$ cat src/rtl/iic_cfg_pkg.sv
`default_nettype none
// ============================================================================
// Package  : iic_cfg_pkg
// Brief    : Shared types, entry field offsets and ms-tick helper for the
//            I2C configuration sequencer. IIC_CFG_VERIFY_EN adds read states.
// Revision : 1.0 - initial release
// ============================================================================
package iic_cfg_pkg;

  typedef enum logic [3:0] {
    ST_IDLE     = 4'd0,
    ST_PWR_WAIT = 4'd1,
    ST_FETCH    = 4'd2,
    ST_DECODE   = 4'd3,
    ST_ISSUE    = 4'd4,
    ST_WAIT_HI  = 4'd5,
    ST_WAIT_LO  = 4'd6,
    ST_DELAY    = 4'd7,
    ST_NEXT     = 4'd8,
    ST_DONE     = 4'd9,
    ST_ERROR    = 4'd10
`ifdef IIC_CFG_VERIFY_EN
    ,
    ST_RD_ISSUE = 4'd11,
    ST_RD_HI    = 4'd12,
    ST_RD_LO    = 4'd13,
    ST_CHECK    = 4'd14
`endif
  } state_t;

  // Entry layout is {delay_flag, addr, data}; the flag sits above the address.
  localparam int DATA_LSB = 0;
  localparam int ADDR_LSB = 8;
  localparam int MS_W     = 16;

  function automatic int dly_bit(input int addr_byte);
    return addr_byte * 8 + 8;
  endfunction

  function automatic int ms_ticks(input int clk_fre);
    return (clk_fre / 1000 > 0) ? clk_fre / 1000 : 1;
  endfunction

endpackage
`default_nettype wire

$ cat src/rtl/iic_cfg_ms_timer.sv
`default_nettype none
// ============================================================================
// Module   : iic_cfg_ms_timer
// Brief    : Millisecond tick generator with a loadable ms down-counter;
//            expired_o is high while the remaining count is zero.
// Revision : 1.0 - initial release
// ============================================================================
module iic_cfg_ms_timer
  import iic_cfg_pkg::*;
#(
  parameter int CLK_FRE  = 50_000_000,
  parameter int RESET_MS = 20
) (
  input  logic            clk,
  input  logic            rst,
  input  logic            load_i,
  input  logic [MS_W-1:0] load_ms_i,
  output logic            expired_o
);

  localparam int                TICKS     = ms_ticks(CLK_FRE);
  localparam int                TICK_W    = (TICKS > 1) ? $clog2(TICKS) : 1;
  localparam logic [TICK_W-1:0] TICK_LAST = TICK_W'(TICKS - 1);

  logic [TICK_W-1:0] tick_q, tick_d;
  logic [MS_W-1:0]   ms_q, ms_d;
  logic              ms_tick;

  assign ms_tick   = (tick_q == TICK_LAST);
  assign expired_o = (ms_q == '0);

  always_comb begin
    tick_d = tick_q;
    ms_d   = ms_q;
    if (load_i) begin
      tick_d = '0;
      ms_d   = load_ms_i;
    end else if (!expired_o) begin
      if (ms_tick) begin
        tick_d = '0;
        ms_d   = ms_q - 1'b1;
      end else begin
        tick_d = tick_q + 1'b1;
      end
    end
  end

  // Reset preloads the power-up wait so it runs straight out of reset.
  always_ff @(posedge clk or posedge rst) begin
    if (rst) begin
      tick_q <= '0;
      ms_q   <= MS_W'(RESET_MS);
    end else begin
      tick_q <= tick_d;
      ms_q   <= ms_d;
    end
  end

endmodule
`default_nettype wire

$ cat src/rtl/iic_cfg_sequencer.sv
`default_nettype none
// ============================================================================
// Module   : iic_cfg_sequencer
// Brief    : Walks an external {delay, addr, data} table and issues one
//            single-byte I2C write per entry via the pulse/busy handshake.
//            Define IIC_CFG_VERIFY_EN for readback verify with retries.
// Revision : 1.0 - initial release
// ============================================================================
module iic_cfg_sequencer
  import iic_cfg_pkg::*;
#(
  parameter int         CLK_FRE      = 50_000_000,
  parameter logic [7:0] DEVICE_ID    = 8'h78,
  parameter int         ADDR_BYTE    = 1,
  parameter int         TABLE_LEN    = 64,
  parameter int         POWERUP_MS   = 20,
  parameter int         BUSY_TIMEOUT = 1024,
  parameter int         RETRY_MAX    = 3
) (
  input  logic                   clk,
  input  logic                   rst,
  input  logic                   start,
  output logic [7:0]             rom_addr,
  input  logic [ADDR_BYTE*8+8:0] rom_data,
  output logic                   iic_pluse,
  output logic                   iic_w_r,
  output logic [3:0]             iic_byte_len,
  output logic [7:0]             iic_device_id,
  output logic [ADDR_BYTE*8-1:0] iic_addr,
  output logic [7:0]             iic_data_in,
  input  logic                   iic_busy,
  input  logic [7:0]             iic_data_out,
  output logic                   cfg_done,
  output logic                   cfg_err,
  output logic [7:0]             err_idx
);

  localparam int              AW       = ADDR_BYTE * 8;
  localparam int              TO_W     = $clog2(BUSY_TIMEOUT + 1);
  localparam logic [TO_W-1:0] TO_LAST  = TO_W'(BUSY_TIMEOUT - 1);
  localparam logic [7:0]      IDX_LAST = 8'(TABLE_LEN - 1);

  state_t          state_q, state_d;
  logic [7:0]      idx_q, idx_d;
  logic [AW-1:0]   addr_q, addr_d;
  logic [7:0]      data_q, data_d;
  logic            pluse_q, pluse_d;
  logic            wr_q, wr_d;
  logic            done_q, done_d;
  logic            err_q, err_d;
  logic [7:0]      eidx_q, eidx_d;
  logic [TO_W-1:0] to_q, to_d;
  logic            tmr_load;
  logic [MS_W-1:0] tmr_ms;
  logic            tmr_expired;

`ifdef IIC_CFG_VERIFY_EN
  localparam int              RT_W   = (RETRY_MAX > 0) ? $clog2(RETRY_MAX + 1) : 1;
  localparam logic [RT_W-1:0] RT_MAX = RT_W'(RETRY_MAX);
  logic [RT_W-1:0] retry_q, retry_d;
`else
  logic [39:0] unused_vfy;
  assign unused_vfy = {iic_data_out, 32'(RETRY_MAX)};
`endif

  iic_cfg_ms_timer #(
    .CLK_FRE  (CLK_FRE),
    .RESET_MS (POWERUP_MS)
  ) u_ms_timer (
    .clk       (clk),
    .rst       (rst),
    .load_i    (tmr_load),
    .load_ms_i (tmr_ms),
    .expired_o (tmr_expired)
  );

  always_comb begin
    state_d  = state_q;
    idx_d    = idx_q;
    addr_d   = addr_q;
    data_d   = data_q;
    pluse_d  = pluse_q;
    wr_d     = wr_q;
    done_d   = done_q;
    err_d    = err_q;
    eidx_d   = eidx_q;
    to_d     = to_q;
    tmr_load = 1'b0;
    tmr_ms   = '0;
`ifdef IIC_CFG_VERIFY_EN
    retry_d  = retry_q;
`endif
    case (state_q)
      ST_IDLE:     state_d = ST_PWR_WAIT;
      ST_PWR_WAIT: begin
        if (tmr_expired) begin
          idx_d   = '0;
          state_d = ST_FETCH;
        end
      end
      ST_FETCH:    state_d = ST_DECODE;
      ST_DECODE: begin
        addr_d = rom_data[ADDR_LSB +: AW];
        data_d = rom_data[DATA_LSB +: 8];
`ifdef IIC_CFG_VERIFY_EN
        retry_d = '0;
`endif
        if (rom_data[dly_bit(ADDR_BYTE)]) begin
          tmr_load = 1'b1;
          tmr_ms   = MS_W'(rom_data[DATA_LSB +: 8]);
          state_d  = ST_DELAY;
        end else begin
          wr_d    = 1'b1;
          state_d = ST_ISSUE;
        end
      end
      ST_ISSUE: begin
        pluse_d = 1'b1;
        to_d    = '0;
        state_d = ST_WAIT_HI;
      end
      ST_WAIT_HI: begin
        if (iic_busy) begin
          pluse_d = 1'b0;
          state_d = ST_WAIT_LO;
        end else if (to_q == TO_LAST) begin
          pluse_d = 1'b0;
          err_d   = 1'b1;
          eidx_d  = idx_q;
          state_d = ST_ERROR;
        end else begin
          to_d = to_q + 1'b1;
        end
      end
      ST_WAIT_LO: begin
        if (!iic_busy) begin
`ifdef IIC_CFG_VERIFY_EN
          wr_d    = 1'b0;
          state_d = ST_RD_ISSUE;
`else
          state_d = ST_NEXT;
`endif
        end
      end
`ifdef IIC_CFG_VERIFY_EN
      ST_RD_ISSUE: begin
        pluse_d = 1'b1;
        to_d    = '0;
        state_d = ST_RD_HI;
      end
      ST_RD_HI: begin
        if (iic_busy) begin
          pluse_d = 1'b0;
          state_d = ST_RD_LO;
        end else if (to_q == TO_LAST) begin
          pluse_d = 1'b0;
          err_d   = 1'b1;
          eidx_d  = idx_q;
          state_d = ST_ERROR;
        end else begin
          to_d = to_q + 1'b1;
        end
      end
      ST_RD_LO:    if (!iic_busy) state_d = ST_CHECK;
      ST_CHECK: begin
        if (iic_data_out == data_q) begin
          state_d = ST_NEXT;
        end else if (retry_q == RT_MAX) begin
          err_d   = 1'b1;
          eidx_d  = idx_q;
          state_d = ST_ERROR;
        end else begin
          retry_d = retry_q + 1'b1;
          wr_d    = 1'b1;
          state_d = ST_ISSUE;
        end
      end
`endif
      ST_DELAY:    if (tmr_expired) state_d = ST_NEXT;
      ST_NEXT: begin
        if (idx_q == IDX_LAST) begin
          done_d  = 1'b1;
          state_d = ST_DONE;
        end else begin
          idx_d   = idx_q + 1'b1;
          state_d = ST_FETCH;
        end
      end
      // A re-run skips the power-up wait and restarts at entry 0.
      ST_DONE, ST_ERROR: begin
        if (start) begin
          done_d  = 1'b0;
          err_d   = 1'b0;
          idx_d   = '0;
`ifdef IIC_CFG_VERIFY_EN
          retry_d = '0;
`endif
          state_d = ST_FETCH;
        end
      end
      default:     state_d = ST_IDLE;
    endcase
  end

  always_ff @(posedge clk or posedge rst) begin
    if (rst) begin
      state_q <= ST_PWR_WAIT;
      idx_q   <= '0;
      addr_q  <= '0;
      data_q  <= '0;
      pluse_q <= 1'b0;
      wr_q    <= 1'b0;
      done_q  <= 1'b0;
      err_q   <= 1'b0;
      eidx_q  <= '0;
      to_q    <= '0;
`ifdef IIC_CFG_VERIFY_EN
      retry_q <= '0;
`endif
    end else begin
      state_q <= state_d;
      idx_q   <= idx_d;
      addr_q  <= addr_d;
      data_q  <= data_d;
      pluse_q <= pluse_d;
      wr_q    <= wr_d;
      done_q  <= done_d;
      err_q   <= err_d;
      eidx_q  <= eidx_d;
      to_q    <= to_d;
`ifdef IIC_CFG_VERIFY_EN
      retry_q <= retry_d;
`endif
    end
  end

  assign rom_addr      = idx_q;
  assign iic_pluse     = pluse_q;
  assign iic_w_r       = wr_q;
  assign iic_byte_len  = 4'd1;
  assign iic_device_id = DEVICE_ID;
  assign iic_addr      = addr_q;
  assign iic_data_in   = data_q;
  assign cfg_done      = done_q;
  assign cfg_err       = err_q;
  assign err_idx       = eidx_q;

endmodule
`default_nettype wire
$ cat config.mk
export PLATFORM = sky130hd
export DESIGN_NAME = iic_cfg_sequencer
export DESIGN_NICKNAME = d
export VERILOG_FILES = /design/src/rtl/iic_cfg_pkg.sv /design/src/rtl/iic_cfg_ms_timer.sv /design/src/rtl/iic_cfg_sequencer.sv
export SDC_FILE = /design/constraint.sdc
export NUM_CORES = 1
export LEC_CHECK = 0
export CORE_ASPECT_RATIO = 1.2
export CORE_MARGIN = 5
export CORE_UTILIZATION = 35
export CTS_BUF_LIST = sky130_fd_sc_hd__clkbuf_16
export DETAILED_ROUTE_END_ITERATION = 16
export PLACE_DENSITY = 0.53
export SLEW_MARGIN = 10
export SYNTH_ARGS = -nofsm -noshare
export SYNTH_HDL_FRONTEND = slang
export SYNTH_SLANG_ARGS = --single-unit
$ cat constraint.sdc
create_clock -name clk -period 6.49 [get_ports clk]
set_input_delay 1.298 -clock clk [delete_from_list [all_inputs] [get_ports clk]]
set_output_delay 1.298 -clock clk [all_outputs]
set_load 0.05 [all_outputs]
==> metrics.csv, run 1 <==
metric,value,unit
standard-cell rows,44,
final WL,9930,microns
yosys warns,0,
clk sinks,83,
Max IR drop VDD,0.000117,V
cell taking the most area after synthesis,dfrtp_1,
die span in x,112,microns
Routed WL per cell,14.7,microns
Slowest cell on crit path,and2_1,
initial DRC count,198,
Startpoint Class,input port,
pre-CTS worst setup slack,2.71,ns
layout cells sized above 1,11.3,%
Root Driver,clkbuf_16,
Worst Path Max Fanout,29,
vias in the first global route,3534,
DIE HEIGHT,133,microns
most common flop cell mapped by yosys,dfrtp_1,
PnR worst setup slack,3.08,ns
hold-fix buffer count after cts,0,
top-area cell type share of the netlist area,45.6,%
"Setup Fix Bufs, Post-CTS",0,
Detail Placement HPWL,6880,microns
slew of the pin with the lowest slew margin,1.05,ns
fmax,293,MHz
I/O Buffers,56,
final setup violation count,0,
HP Class,reg -> reg,
Clock Pin Slew Worst Setup and Hold Paths,0.06,ns
Final Hold Slack,0.466,ns
Arrival @ worst endpoint,3.66,ns
Final #Nets,540,
Netlist Area Pre-Place,0.00439,sq mm
total negative slack,0,ns
GRT Total Usage,14.1,%
PwrDens,206,mW/mm^2
Post-Synthesis Cells,454,
Ant. Diodes,0,
Routed Antenna Nets,0,
"Seq/Total Area, Yosys",47.4,%
most frequent cells in the layout,"80 x dfrtp_1, 56 x clkdlybuf4s50_1, 40 x nand2_1, 36 x o21ai_0, 35 x nor2_1",
CTS max path bufs,2,
RSZ-0062 raised after global routing,no,
Post-synth ARST share,100,%
clock latency on the worst-skew pair,0.34,ns
CTS buffer count,9,
#FFs+latches synth,83,
P_leak,2.18,nW
synth top area cells,"dfrtp_1 46%, mux2_2 6.4%, o21ai_0 4.1%",
drt drc,0,
Die Area,0.0149,sq mm
Routability Congestion,0.798,
Mean Syn Cell Area,9.67,sq um
status,completed,
Post-synth EDFFs,0,
io pins,77,
grt ovf,0,
core area,0.0122,sq mm
"Req. time, crit path",6.74,ns
post-cts sizing count,0,
vias,3499,
Area Growth Syn to Fin,22.9,%
TritonCTS clock tree,done,
MaxCap Viol Count,0,
Slew HR,29.7,%
"leading cell type in the layout, fill and taps excluded",dfrtp_1,
worst-path cell chain,clkdlybuf4s50_1 > and2_1 > a21oi_2 > or4_1 > a21oi_1,
WS Path Type,in -> reg,
minimum clock period,3.41,ns
largest net degree at the start of global routing,84,
Slew Limit Fails,0,
max incr delay on CP,0.84,ns
Final Hold Viols,0,
vias per cell,5.20,
DR pass1 iterations,4,
wire length of the first global-routing pass,17300,microns
Initial Utilization,35.9,%
initial antenna violation count,0,
synth unique cells,58,
H-Tree Depth,3,
Layout Skew,0.00956,ns
Worst setup EP type,register,
Final period util,52.5,%
==> path summary, 6_finish.rpt <==
path                              start              endpoint  slack (ns)  cells past startpoint
min reg2reg                     iic_w_r               iic_w_r        0.47                      1
max in group asynchronous           rst  u_ms_timer.tick_q[8]        4.20                      3
min in group asynchronous           rst            err_idx[4]        1.62                      3
max reg2reg                  state_q[1]    u_ms_timer.ms_q[9]        3.25                      6
min                             iic_w_r               iic_w_r        0.47                      1
max                        rom_data[16]    u_ms_timer.ms_q[9]        3.08                      5
==> final cells by class <==
| class | instances | area, sq um |
|---|---|---|
| clock buffer | 9 | 225 |
| timing repair buffer | 59 | 583 |
| clock inverter | 7 | 93.8 |
| fill | 1204 | 6830 |
| inverter | 11 | 42.5 |
| multi-input combinational | 343 | 2170 |
| tap | 161 | 201 |
| sequential | 83 | 2080 |
==> registers in the layout, indices dropped and copies added (netlist names) <==
name               flops
u_ms_timer.ms_q       16
to_q                  11
err_idx                8
rom_addr               8
iic_data_in            8
cfg_done               1
iic_w_r                1
state_q                4
u_ms_timer.tick_q     16
iic_addr               8
iic_pluse              1
cfg_err                1
==> synth_stat cells (all sizes together) (7+ instances only) <==
| library cell | number |
|---|---|
| nor3 | 15 |
| nand3 | 29 |
| nor2 | 35 |
| xor2 | 9 |
| nand2b | 7 |
| nand2 | 40 |
| or3 | 11 |
| nor4 | 7 |
| nand4 | 8 |
| a21oi | 23 |
| or4 | 7 |
| dfrtp | 80 |
| o21ai | 37 |
| clkbuf | 8 |
| buf | 19 |
| inv | 11 |
| mux2 | 25 |
| o31ai | 8 |
| xnor2 | 7 |
==> kinds of logic after synthesis <==
logic type                 count (synthesis)  share of synthesized area, %
adders and majority gates                  4                          1.14
muxes                                     26                          6.64
AOI/OAI and AO/OA                         96                          13.5
xor gates and xnor gates                  16                          3.19
and+or+nand+nor                          189                          23.6
buffers and inverters                     38                          4.42
DFF                                       83                          47.4
other                                      2                         0.171
==> stage by stage <==
stage          utilization (%)  total power, mW  std cells  area [sq um]
3_5_place_dp              41.5            0.577        657          5080
2_1_floorplan                -            0.563        464          4430
6_report                  44.2             1.11        673          5400
4_1_cts                   44.2             1.13        673          5400
3_3_place_gp              41.5            0.576        657          5080
5_1_grt                   44.2             1.16        673          5400
==> where the power goes <==
part	total, mW	switching (mW)	leakage (nW)	internal, mW
logic	0.0443	0.0307	0.994	0.0136
registers	0.522	0.00246	1.03	0.520
clock network	0.543	0.207	0.158	0.336
==> critical path: cells and delay by family <==
kind                   cells  cell delay [ns]
AND/OR/NAND/NOR            2             1.39
AO/OA/AOI/OAI              2             0.45
buffers and inverters      1             0.52
==> per-layer routing <==
layer  global-route usage, %  share of wire [%]  vias up
met5                       0                  0        -
li1                        -                  -     1728
met3                    3.43                4.2       10
met4                    5.68                1.5        0
met2                    22.9                 50       55
met1                    17.9                 45     1706
Power figures use the tool's default switching activity.
==> run 2: changes to the inputs <==
==> constraint.sdc (replaced) <==
create_clock -name clk -period 3.23 [get_ports clk]
set_input_delay 0.646 -clock clk [delete_from_list [all_inputs] [get_ports clk]]
set_output_delay 0.646 -clock clk [all_outputs]
set_load 0.05 [all_outputs]
==> run 2 against run 1 <==
Compared with the run above:
- count of clock-buffer cells in the layout is the same
- clock skew decreased by 0.0039 ns
- sequential share of layout area down 0.61 points
- critical path type is now reg -> reg
==> metrics.csv, run 2 (synthesized netlist as in run 1, its figures left out) <==
metric,value,unit,change
CTS max path bufs,2,,unchanged
Routed Antenna Nets,0,,unchanged
largest net degree at the start of global routing,37,,-56%
final WL,10200,microns,+2.4%
internal power,1.75,mW,+100%
post-cts sizing count,0,,unchanged
Area Growth Syn to Fin,24.8,%,
vias in the first global route,3666,,+3.7%
CTS buffer count,9,,unchanged
Startpoint Class,register,,
"leading cell type in the layout, fill and taps excluded",dfrtp_1,,
Max IR drop VDD,0.000287,V,+150%
Final period util,81.4,%,
drt drc,0,,unchanged
hold-fix buffer count after cts,0,,unchanged
"Setup Fix Bufs, Post-CTS",0,,unchanged
minimum clock period,2.63,ns,
final setup violation count,0,,unchanged
die span in x,112,microns,unchanged
vias per cell,5.23,,+0.65%
grt ovf,0,,unchanged
Final #Nets,550,,+1.9%
HP Class,reg -> reg,,
Arrival @ worst endpoint,2.89,ns,-0.77 ns
wire length of the first global-routing pass,17500,microns,+0.80%
layout cells sized above 1,13.0,%,+1.7 points
P_leak,2.23,nW,+2.1%
total negative slack,0,ns,unchanged
core area,0.0122,sq mm,unchanged
Sw Share,21.8,%,+0.12 points
final core occ,44.9,%,+0.71 points
Routed WL per cell,14.9,microns,+0.90%
largest registers,"u_ms_timer.ms_q x16, u_ms_timer.tick_q x16, to_q x11",,
Die Area,0.0149,sq mm,unchanged
Detail Placement HPWL,7340,microns,+6.6%
fmax,380,MHz,
P_sw,0.486,mW,+100%
clk sinks,83,,unchanged
I/O Buffers,56,,unchanged
initial DRC count,183,,-7.6%
DR pass1 iterations,4,,unchanged
Ant. Diodes,0,,unchanged
Clock Pin Slew Worst Setup and Hold Paths,0.06,ns,about the same
clock latency on the worst-skew pair,0.34,ns,about the same
Flop pwr share,47.0,%,about the same
DIE HEIGHT,133,microns,unchanged
status,completed,,
Final Hold Viols,0,,unchanged
Comb power frac,4.1,%,about the same
Routability Congestion,0.778,,-2.6%
Slew HR,55.8,%,+26 points
Initial Utilization,35.9,%,unchanged
Slew Limit Fails,0,,unchanged
Layout Skew,0.00568,ns,-0.00388 ns
most frequent cells in the layout,"80 x dfrtp_1, 56 x clkdlybuf4s50_1, 40 x nand2_1, 36 x o21ai_0, 35 x nor2_1",,
WS Path Type,reg -> reg,,
TritonCTS clock tree,done,,
GRT Total Usage,14.1,%,+0.060 points
MaxCap Viol Count,0,,unchanged
Worst setup EP type,register,,
standard-cell rows,44,,unchanged
part of the power in the clock network,48.9,%,about the same
initial antenna violation count,0,,unchanged
slew of the pin with the lowest slew margin,0.657,ns,-0.397 ns
Root Driver,clkbuf_16,,
io pins,77,,unchanged
PwrDens,408,mW/mm^2,+98%
RSZ-0062 raised after global routing,no,,
"Req. time, crit path",3.49,ns,-3.25 ns
H-Tree Depth,3,,unchanged
vias,3574,,+2.1%
Worst Path Max Fanout,15,,-48%
run 2: cell count changes in the layout (fill, tap and decap cells not counted):
cell | before | now
inv_1 | 11 | 10
clkinv_1 | 1 | 2
clkinv_4 | 3 | 2
buf_12 | 0 | 1
buf_4 | 3 | 12
clkinvlp_4 | 0 | 1
run 2: area by class of cell:
class	instances	area, sq um
Fill cell	1217	6740
Inverter	11	42.5
Timing Repair Buffer	69	671
Clock inverter	7	92.6
Sequential cell	83	2080
Tap cell	161	201
Clock buffer	9	225
Multi-Input combinational cell	343	2170
run 2: metrics by stage:
stage	instances	power (mW)	hold slack, ns	worst slack, ns	area [sq um]
final	683	2.23	0.455	0.600	5480
after global routing	683	2.33	0.484	0.471	5480
after CTS	683	2.27	0.462	0.573	5480
after detailed placement	667	1.16	0.448	0.463	5160
after global placement	667	1.16	0.446	0.512	5160
after floorplan	464	1.13	0.468	0.452	4430
run 2: critical path, cell delays in order, from the launching register on:
cell and delay [ns]:
dfrtp_1 0.41, or4b_4 0.56, nor4_4 0.58, a21oi_2 0.32, or4_1 0.53, a21oi_1 0.15
run 2: path summary, 6_finish.rpt:
path | depth (start not counted) | to | slack [ns] | from
min in group asynchronous | 2 | iic_addr[5] | 0.69 | rst
max in group asynchronous | 3 | u_ms_timer.ms_q[2] | 1.82 | rst
max | 5 | u_ms_timer.ms_q[9] | 0.60 | u_ms_timer.tick_q[7]
max reg2reg | 5 | u_ms_timer.ms_q[9] | 0.60 | u_ms_timer.tick_q[7]
min reg2reg | 1 | iic_w_r | 0.46 | iic_w_r
min | 1 | iic_w_r | 0.46 | iic_w_r
run 2: layer usage:
| metal | GRT usage (%) | vias to the layer above | share of wire (%) |
|---|---|---|---|
| li1 | - | 1768 | - |
| met1 | 17.5 | 1741 | 45 |
| met2 | 23.7 | 54 | 49 |
| met3 | 3.70 | 11 | 3.9 |
| met4 | 5.14 | 0 | 1.6 |
| met5 | 0 | - | 0 |
run 2: power by group through the flow:
stage	Combinational [mW]	Clock, mW	Sequential [mW]
floorplan	0.0647	0	1.07
finish	0.0913	1.09	1.05
CTS	0.0941	1.13	1.05
global placement	0.0930	0	1.07
global route	0.101	1.18	1.05
detailed placement	0.0940	0	1.07
==> run 3: changes to the inputs <==
--- a/config.mk
+++ b/config.mk
@@ -10,7 +10,7 @@
 export CORE_UTILIZATION = 35
 export CTS_BUF_LIST = sky130_fd_sc_hd__clkbuf_16
 export DETAILED_ROUTE_END_ITERATION = 16
-export PLACE_DENSITY = 0.53
+export PLACE_DENSITY = 0.55
 export SLEW_MARGIN = 10
 export SYNTH_ARGS = -nofsm -noshare
 export SYNTH_HDL_FRONTEND = slang
==> constraint.sdc (replaced) <==
create_clock -name clk -period 2.39 [get_ports clk]
set_input_delay 0.478 -clock clk [delete_from_list [all_inputs] [get_ports clk]]
set_output_delay 0.478 -clock clk [all_outputs]
set_load 0.05 [all_outputs]
==> run 3 against run 2 <==
Compared with the run above:
- global-route usage increased by 0.33 points
- register-to-register slack got worse by 0.45 ns
- final area increased by 1.5%
- critical path depth increased by 2
- via count increased by 1.8%
- sequential power increased by 35%
- clock power increased by 36%
- first-iteration DRC count increased by 26%
==> metrics.csv, run 3 (synthesized netlist as in run 1, its figures left out) <==
metric,value,unit,change
GRT Total Usage,14.4,%,+0.33 points
Root Driver,clkbuf_16,,
Worst setup EP type,register,,
Routability Congestion,0.782,,+0.54%
final setup violation count,0,,unchanged
io pins,77,,unchanged
Max IR drop VDD,0.000345,V,+20%
CTS max path bufs,2,,unchanged
die span in x,112,microns,unchanged
internal power,2.36,mW,+35%
Initial Utilization,35.9,%,unchanged
Reg2Reg Depth,7,,+2
minimum clock period,2.24,ns,-0.390 ns
Final #Nets,558,,+1.5%
layout cells sized above 1,14.9,%,+1.9 points
pre-CTS worst setup slack,-0.149,ns,-0.613 ns
Die Area,0.0149,sq mm,unchanged
WS Path Type,reg -> reg,,
stages on the worst setup path,7,,+2
fmax,446,MHz,+17%
part of the power in the clock network,49.0,%,about the same
largest registers,"u_ms_timer.ms_q x16, u_ms_timer.tick_q x16, to_q x11",,
HP Class,reg -> reg,,
RSZ-0062 raised after global routing,no,,
"delay-heaviest family, CP",simple AND/OR/NAND/NOR gates,,
status,completed,,
end of the critical path,state_q[1],,
vias,3639,,+1.8%
Crit Reg-Reg Endpoint,state_q[1],,
Worst Path Max Fanout,6,,-9
TritonCTS clock tree,done,,
H-Tree Depth,3,,unchanged
DR pass1 iterations,4,,unchanged
vias per cell,5.27,,+0.64%
Routed Antenna Nets,0,,unchanged
Arrival @ worst endpoint,2.46,ns,-0.43 ns
"leading cell type in the layout, fill and taps excluded",dfrtp_1,,
MaxCap Viol Count,0,,unchanged
Final period util,93.7,%,+12 points
max incr delay on CP,0.60,ns,+0.02 ns
CP Buf/Inv Count,1,,+1
Detail Placement HPWL,7340,microns,about the same
I/O Buffers,56,,unchanged
drt drc,0,,unchanged
P_sw,0.663,mW,+37%
PwrDens,544,mW/mm^2,+33%
"Setup Fix Bufs, Post-CTS",0,,unchanged
Reg2Reg Setup Slack,0.15,ns,-0.45 ns
PnR worst setup slack,0.150,ns,-0.450 ns
Sw Share,21.9,%,+0.16 points
Slowest cell on crit path,or4_1,,
grt ovf,0,,unchanged
hold-fix buffer count after cts,0,,unchanged
initial antenna violation count,0,,unchanged
largest net degree at the start of global routing,84,,+130%
wire length of the first global-routing pass,17900,microns,+2.4%
Layout Skew,0.00520,ns,-0.000477 ns
Routed WL per cell,14.9,microns,+0.11%
vias in the first global route,3713,,+1.3%
clock latency on the worst-skew pair,0.33,ns,about the same
DIE HEIGHT,133,microns,unchanged
most frequent cells in the layout,"80 x dfrtp_1, 56 x clkdlybuf4s50_1, 40 x nand2_1, 36 x o21ai_0, 34 x nor2_1",,
standard-cell rows,44,,unchanged
Worst Setup SP,u_ms_timer.ms_q[0],,
Final Hold Viols,0,,unchanged
Flop pwr share,46.8,%,-0.2 points
Final Hold Slack,0.453,ns,-0.00177 ns
clk sinks,83,,unchanged
RR Startpoint,u_ms_timer.ms_q[0],,
initial DRC count,230,,+26%
WHS Path Cells,1,,unchanged
Startpoint Class,register,,
final WL,10300,microns,+1.3%
Slew Limit Fails,0,,unchanged
Ant. Diodes,0,,unchanged
core area,0.0122,sq mm,unchanged
Slew HR,58.4,%,+2.5 points
"Req. time, crit path",2.61,ns,-0.88 ns
Comb power frac,4.1,%,about the same
Area Growth Syn to Fin,26.7,%,
total negative slack,0,ns,unchanged
slew of the pin with the lowest slew margin,0.615,ns,-0.0419 ns
P_leak,2.26,nW,+1.6%
worst-path cell chain,inv_1 > ha_1 > nor3b_2 > and4_1 > or4_1 > nand3_2 > mux2_2,,
Clock Pin Slew Worst Setup and Hold Paths,0.06,ns,about the same
final core occ,45.5,%,+0.68 points
CTS buffer count,9,,unchanged
run 3: cell types whose count changed in the layout (fill, tap and decap cells not counted), sizes merged:
cell / previous run / this run
buf: 13 / 21
clkinv: 5 / 3
clkinvlp: 1 / 3
run 3: stage by stage:
step                      instances  total power [mW]  cell area, sq um
after global placement          675              1.57              5240
after global routing            691              3.15              5570
after CTS                       691              3.08              5560
final                           691              3.03              5570
after detailed placement        675              1.57              5240
after floorplan                 464              1.53              4430
run 3: layout make-up:
type | instances | area (sq um)
clock buffer | 9 | 225
clock inverter | 7 | 92.6
fill | 1203 | 6660
inverter | 11 | 45.0
multi-input combinational | 343 | 2180
sequential | 83 | 2080
tap | 161 | 201
timing repair buffer | 77 | 743
run 3: how the worst min path moves through the flow:
stage	start	to	slack [ns]
after CTS	iic_w_r	iic_w_r	0.46
after global placement	iic_w_r	iic_w_r	0.45
after global routing	iic_w_r	iic_w_r	0.49
final	iic_w_r	iic_w_r	0.45
after detailed placement	iic_w_r	iic_w_r	0.45
after floorplan	u_ms_timer.tick_q[7]	u_ms_timer.tick_q[7]	0.47
run 3: repair_timing:
action | CTS | global route
setup endpoints to repair | 0 | 10
endpoints found under the hold margin | 0 | 0
gates resized for setup | 0 | 2
run 3: power groups by stage:
stage | sequential, mW | clock [mW] | combinational, mW
final | 1.42 | 1.48 | 0.125
after floorplan | 1.44 | 0 | 0.0878
after global routing | 1.42 | 1.59 | 0.138
after detailed placement | 1.44 | 0 | 0.128
after global placement | 1.44 | 0 | 0.126
after CTS | 1.42 | 1.54 | 0.128
run 3: metal layers:
metal  GRT usage [%]  vias to the layer above  wire, microns  part of all wire [%]
met2            24.3                       81           5110                    50
met5               0                        -              0                     0
li1                -                     1770              -                     -
met4            5.68                        0            161                   1.6
met3            3.29                       11            487                   4.7
met1            18.0                     1777           4540                    44
